## config.mk

```make
export PLATFORM = sky130hd
export DESIGN_NAME = sram_arbiter
export DESIGN_NICKNAME = d
export VERILOG_FILES = /design/src/rtl/sram_arbiter.sv
export SDC_FILE = /design/constraint.sdc
export NUM_CORES = 1
export LEC_CHECK = 0
export BUFFER_PORTS_ARGS = -buffer_cell sky130_fd_sc_hd__clkbuf_2
export CORE_AREA = 2 2 124 126
export CTS_CLUSTER_DIAMETER = 200
export DETAILED_ROUTE_END_ITERATION = 8
export DIE_AREA = 0 0 126 128
export GPL_TIMING_DRIVEN = 0
export PLACE_DENSITY = 0.7
export RECOVER_POWER = 100
export SLEW_MARGIN = 0
export SYNTH_ARGS = -nofsm -noshare
export SYNTH_HDL_FRONTEND = slang
export SYNTH_SLANG_ARGS = --single-unit
```

## constraint.sdc

```tcl
create_clock -name clk -period 14.3 [get_ports clk]
set_clock_uncertainty 0.1 [all_clocks]
set_input_delay 4.29 -clock clk [delete_from_list [all_inputs] [get_ports clk]]
set_output_delay 4.29 -clock clk [all_outputs]
set_load 0.03 [all_outputs]
```

## src/rtl/sram_arbiter.sv

```systemverilog
// Two-master (instruction / data) to one-slave arbiter for the SRAM-like bus.
// One transaction in flight; data has priority, with a starvation guard for instruction fetch.
module sram_arbiter #(
  parameter int STARVE_LIMIT = 4
) (
  input  logic        clk,
  input  logic        reset,
  input  logic        inst_req,
  input  logic        inst_wr,
  input  logic [1:0]  inst_size,
  input  logic [3:0]  inst_wstrb,
  input  logic [31:0] inst_addr,
  input  logic [31:0] inst_wdata,
  output logic        inst_addr_ok,
  output logic        inst_data_ok,
  output logic [31:0] inst_rdata,
  input  logic        data_req,
  input  logic        data_wr,
  input  logic [1:0]  data_size,
  input  logic [3:0]  data_wstrb,
  input  logic [31:0] data_addr,
  input  logic [31:0] data_wdata,
  output logic        data_addr_ok,
  output logic        data_data_ok,
  output logic [31:0] data_rdata,
  output logic        mem_req,
  output logic        mem_wr,
  output logic [1:0]  mem_size,
  output logic [3:0]  mem_wstrb,
  output logic [31:0] mem_addr,
  output logic [31:0] mem_wdata,
  input  logic        mem_addr_ok,
  input  logic        mem_data_ok,
  input  logic [31:0] mem_rdata
);

  localparam logic [3:0] LIMIT = 4'(STARVE_LIMIT);

  typedef enum logic [1:0] {
    ST_IDLE = 2'd0,
    ST_REQ  = 2'd1,
    ST_WAIT = 2'd2
  } state_t;

  state_t      r_state;
  state_t      w_next_state;
  logic        r_owner;
  logic [3:0]  r_starve_cnt;

  logic        r_wr;
  logic [1:0]  r_size;
  logic [3:0]  r_wstrb;
  logic [31:0] r_addr;
  logic [31:0] r_wdata;

  logic        w_sel_data;
  logic        w_grant_data;
  logic        w_accept;
  logic        w_resp;

  function automatic logic [3:0] sat_inc(input logic [3:0] v);
    return (v >= LIMIT) ? LIMIT : v + 4'd1;
  endfunction

  // Inst wins a tie only once data has taken LIMIT grants in a row past a waiting inst.
  assign w_sel_data = data_req && !(inst_req && (r_starve_cnt == LIMIT));

  always_ff @(posedge clk) begin
    if (reset) begin
      r_state      <= ST_IDLE;
      r_owner      <= 1'b0;
      r_starve_cnt <= 4'd0;
    end else begin
      r_state <= w_next_state;
      if (r_state == ST_IDLE && mem_req)
        r_owner <= w_grant_data;
      if (w_accept)
        r_starve_cnt <= (w_grant_data && inst_req) ? sat_inc(r_starve_cnt) : 4'd0;
    end
  end

  // Request fields are frozen while the slave stalls addr_ok.
  always_ff @(posedge clk) begin
    if (r_state == ST_IDLE && mem_req && !mem_addr_ok) begin
      r_wr    <= mem_wr;
      r_size  <= mem_size;
      r_wstrb <= mem_wstrb;
      r_addr  <= mem_addr;
      r_wdata <= mem_wdata;
    end
  end

  always_comb begin
    w_next_state = r_state;
    case (r_state)
      ST_IDLE: if (mem_req) w_next_state = mem_addr_ok ? ST_WAIT : ST_REQ;
      ST_REQ:  if (mem_addr_ok) w_next_state = ST_WAIT;
      ST_WAIT: if (mem_data_ok) w_next_state = ST_IDLE;
      default: w_next_state = ST_IDLE;
    endcase
  end

  always_comb begin
    mem_req      = 1'b0;
    w_grant_data = r_owner;
    mem_wr       = r_wr;
    mem_size     = r_size;
    mem_wstrb    = r_wstrb;
    mem_addr     = r_addr;
    mem_wdata    = r_wdata;
    case (r_state)
      ST_IDLE: begin
        w_grant_data = w_sel_data;
        mem_req      = data_req || inst_req;
        if (w_sel_data) begin
          mem_wr    = data_wr;
          mem_size  = data_size;
          mem_wstrb = data_wstrb;
          mem_addr  = data_addr;
          mem_wdata = data_wdata;
        end else begin
          mem_wr    = inst_wr;
          mem_size  = inst_size;
          mem_wstrb = inst_wstrb;
          mem_addr  = inst_addr;
          mem_wdata = inst_wdata;
        end
      end
      ST_REQ:  mem_req = 1'b1;
      default: mem_req = 1'b0;
    endcase
    if (reset)
      mem_req = 1'b0;
    w_accept     = mem_req && mem_addr_ok;
    inst_addr_ok = w_accept && !w_grant_data;
    data_addr_ok = w_accept && w_grant_data;
    w_resp       = (r_state == ST_WAIT) && mem_data_ok && !reset;
    inst_data_ok = w_resp && !r_owner;
    data_data_ok = w_resp && r_owner;
  end

  assign inst_rdata = mem_rdata;
  assign data_rdata = mem_rdata;

endmodule
```

==> reports/results.ini <==
[clock_network]
cts_max_level=3
clk_pin_slew_ns=0.05
clk-insertion-delay-late_ns=0.33
cts_resized=0
tritoncts=yes
cts-root-buf=clkbuf_16
postCtsHoldBufs=0
clock_path_buffers=2
cts_sinks=78
cts_buffers=9
cts_setup_buffers=0

[setup_path]
slowest_stage=clkbuf_1
cp.required_ns=9.91
setup.worst_path.start_class=input pin
critPathKind=in -> out
cp.arrival_ns=6.84
slowest_delay_ns=0.76
crit_fanout=10
critPathMostFrequentCell=clkbuf_1
end_kind=output port
path_cells=clkbuf_1 > nand4b_1 > nand2_1 > clkbuf_1 > mux2i_1 > o21ai_0 > clkbuf_1

[detailed_routing]
drt_iter0_drc=191
wl_microns=12890
dr.pass1.iters=6
routedWlPerCell_microns=14.04
drc_errors=0
viasPerCell=4.440
vias=4076
antenna_left=0

[synth]
synth_fp_nets=599
syn_area_sq_um=4606
ys_ff_latch=78
yosysSeqAreaShare_pct=49.33
yosysUniqueCellTypes=32
syn_inst=417
synth-edff-count=71
synth_warnings=0
synthFlopType=edfxtp_1
avgSynthCellArea_sq_um=11.04
synthArstFlopShare_pct=0

[layout]
drive_gt1_share_pct=32.05
postLayoutCoreUtil_pct=42.05
final_common_cell=clkbuf_1
diodes=0
n_fill_cell=1588
nets=907
area_growth_pct=35.72
layout_common_cells=clkbuf_1 (170), clkbuf_2 (145), nand2_1 (73), mux2i_1 (71), edfxtp_1 (71)

[floorplanning]
row_count=45
core_sq_um=14860
die_h_microns=128
initial_core_util_pct=30.98
die_x_microns=126
io_pins=320
die_area_sq_um=16130

[timing]
period_needed_ns=11.23
fin_crit_sh_pct=78.55
worst_pin_slew_ns=0.9336
setup-violations-final=0
worst_slack_ns=3.067
hold_viol=0
rsz0062_at_grt=false
slew_violations=0
maxSlewHeadroom_pct=37.76
finalSetupTns_ns=0
max_freq_mhz=89.03

[worst_hold_path]
hold_path.class=reg -> reg

[power]
p_leak_nw=2.712
p_per_area_nw_per_um2=112.0
ir_drop_mv=0.04661

[global_routing]
track_usage_pct=15.32
grt_overflow_total=0
grt_pass1_wl_microns=19550
antenna_found_initial=0
grt_pass1_vias=3854
grt_max_degree=13

[placed_design]
hpwl_microns=10170
io_buffers=287
post-place-ws_ns=4.212
gp_congestion=0.8021

[run]
cap_violations=0

[status]
run_status=complete, no violations

==> worst max-delay path, delay by kind of cell <==
family | cells | cell delay (ns)
compound gates | 1 | 0.33
mux | 1 | 0.19
simple gates | 2 | 0.68
buf+inv | 3 | 1.34
==> stage by stage <==
step / cells / hold slack [ns] / area [sq um] / power [mW]
after global placement: 892 / 0.4148 / 6277 / 0.5149
after floorplan: 417 / 0.3850 / 4606 / 0.4384
after CTS: 918 / 0.4295 / 6635 / 0.7317
final: 918 / 0.4328 / 6251 / 0.7002
after global routing: 918 / 0.4852 / 6251 / 0.7373
after detailed placement: 902 / 0.4209 / 6362 / 0.5173
==> flip-flops by register name, indices dropped and copies added (netlist names) <==
register      cells
r_addr           32
r_wdata          32
r_starve_cnt      4
r_wstrb           4
r_size            2
r_state           2
r_owner           1
r_wr              1
==> routing by layer <==
metal / routed length, microns / share of wire, % / GRT usage, %
met1: 5654 / 44 / 19.72
met4: 202 / 1.6 / 5.301
met5: 0 / 0 / 0
met2: 6159 / 48 / 25.33
met3: 869 / 6.7 / 3.673
==> synthesized netlist by cell type, types with 2 or more instances <==
cell,n,area (sq um)
nor4_1,3,18.77
a2bb2oi_1,2,17.52
nor3b_2,2,25.02
clkbuf_1,7,26.28
o21ai_1,71,355.3
edfxtp_1,71,2132
dfxtp_1,7,140.1
buf_4,65,488.0
buf_2,8,40.04
mux2i_1,71,710.7
buf_12,7,140.1
ha_1,2,25.02
nand4_1,2,12.51
nor2_1,6,22.52
nand2_1,72,270.3
inv_1,3,11.26
nor3_1,3,15.01
==> power by group <==
| part | switching (mW) | internal, mW | leakage [nW] |
|---|---|---|---|
| clock | 0.0838 | 0.127 | 0.134 |
| sequential | 0.00358 | 0.268 | 0.713 |
| combinational | 0.153 | 0.0647 | 1.87 |
==> cell type report <==
class	instances	area [sq um]	share of cell area, %
plain buffers	88	591.8	9.468
clock buffers	15	267.8	4.283
clock inverters	1	5.005	0.08006
inverters	3	11.26	0.1801
multi-input cells	248	1572	25.14
flip-flops and latches	78	2272	36.35
well taps	188	235.2	3.763
repair buffers	297	1296	20.74
==> cell families (layout without fill, tap and decap cells) <==
family	count (synthesis)	in the layout	synth area share [%]
simple gates	97	97	9.916
buf+inv	91	404	15.57
compound gates	78	78	9.210
flops	78	78	49.33
mux	71	71	15.43
fa+ha+maj	2	2	0.5432
==> worst paths after layout <==
check                                             startpoint                           end  slack, ns  depth (start not counted)
worst min register to register  r_starve_cnt[1]$_SDFFE_PP0P_  r_starve_cnt[1]$_SDFFE_PP0P_       0.43                          2
worst max-delay path                                inst_req                 mem_wdata[15]       3.07                          7
worst min-delay path            r_starve_cnt[1]$_SDFFE_PP0P_  r_starve_cnt[1]$_SDFFE_PP0P_       0.43                          2
worst max register to register       r_state[1]$_SDFFE_PP0P_         r_wdata[24]$_DFFE_PP_      10.43                          8
Note: power is estimated with default switching activity, not from simulation.
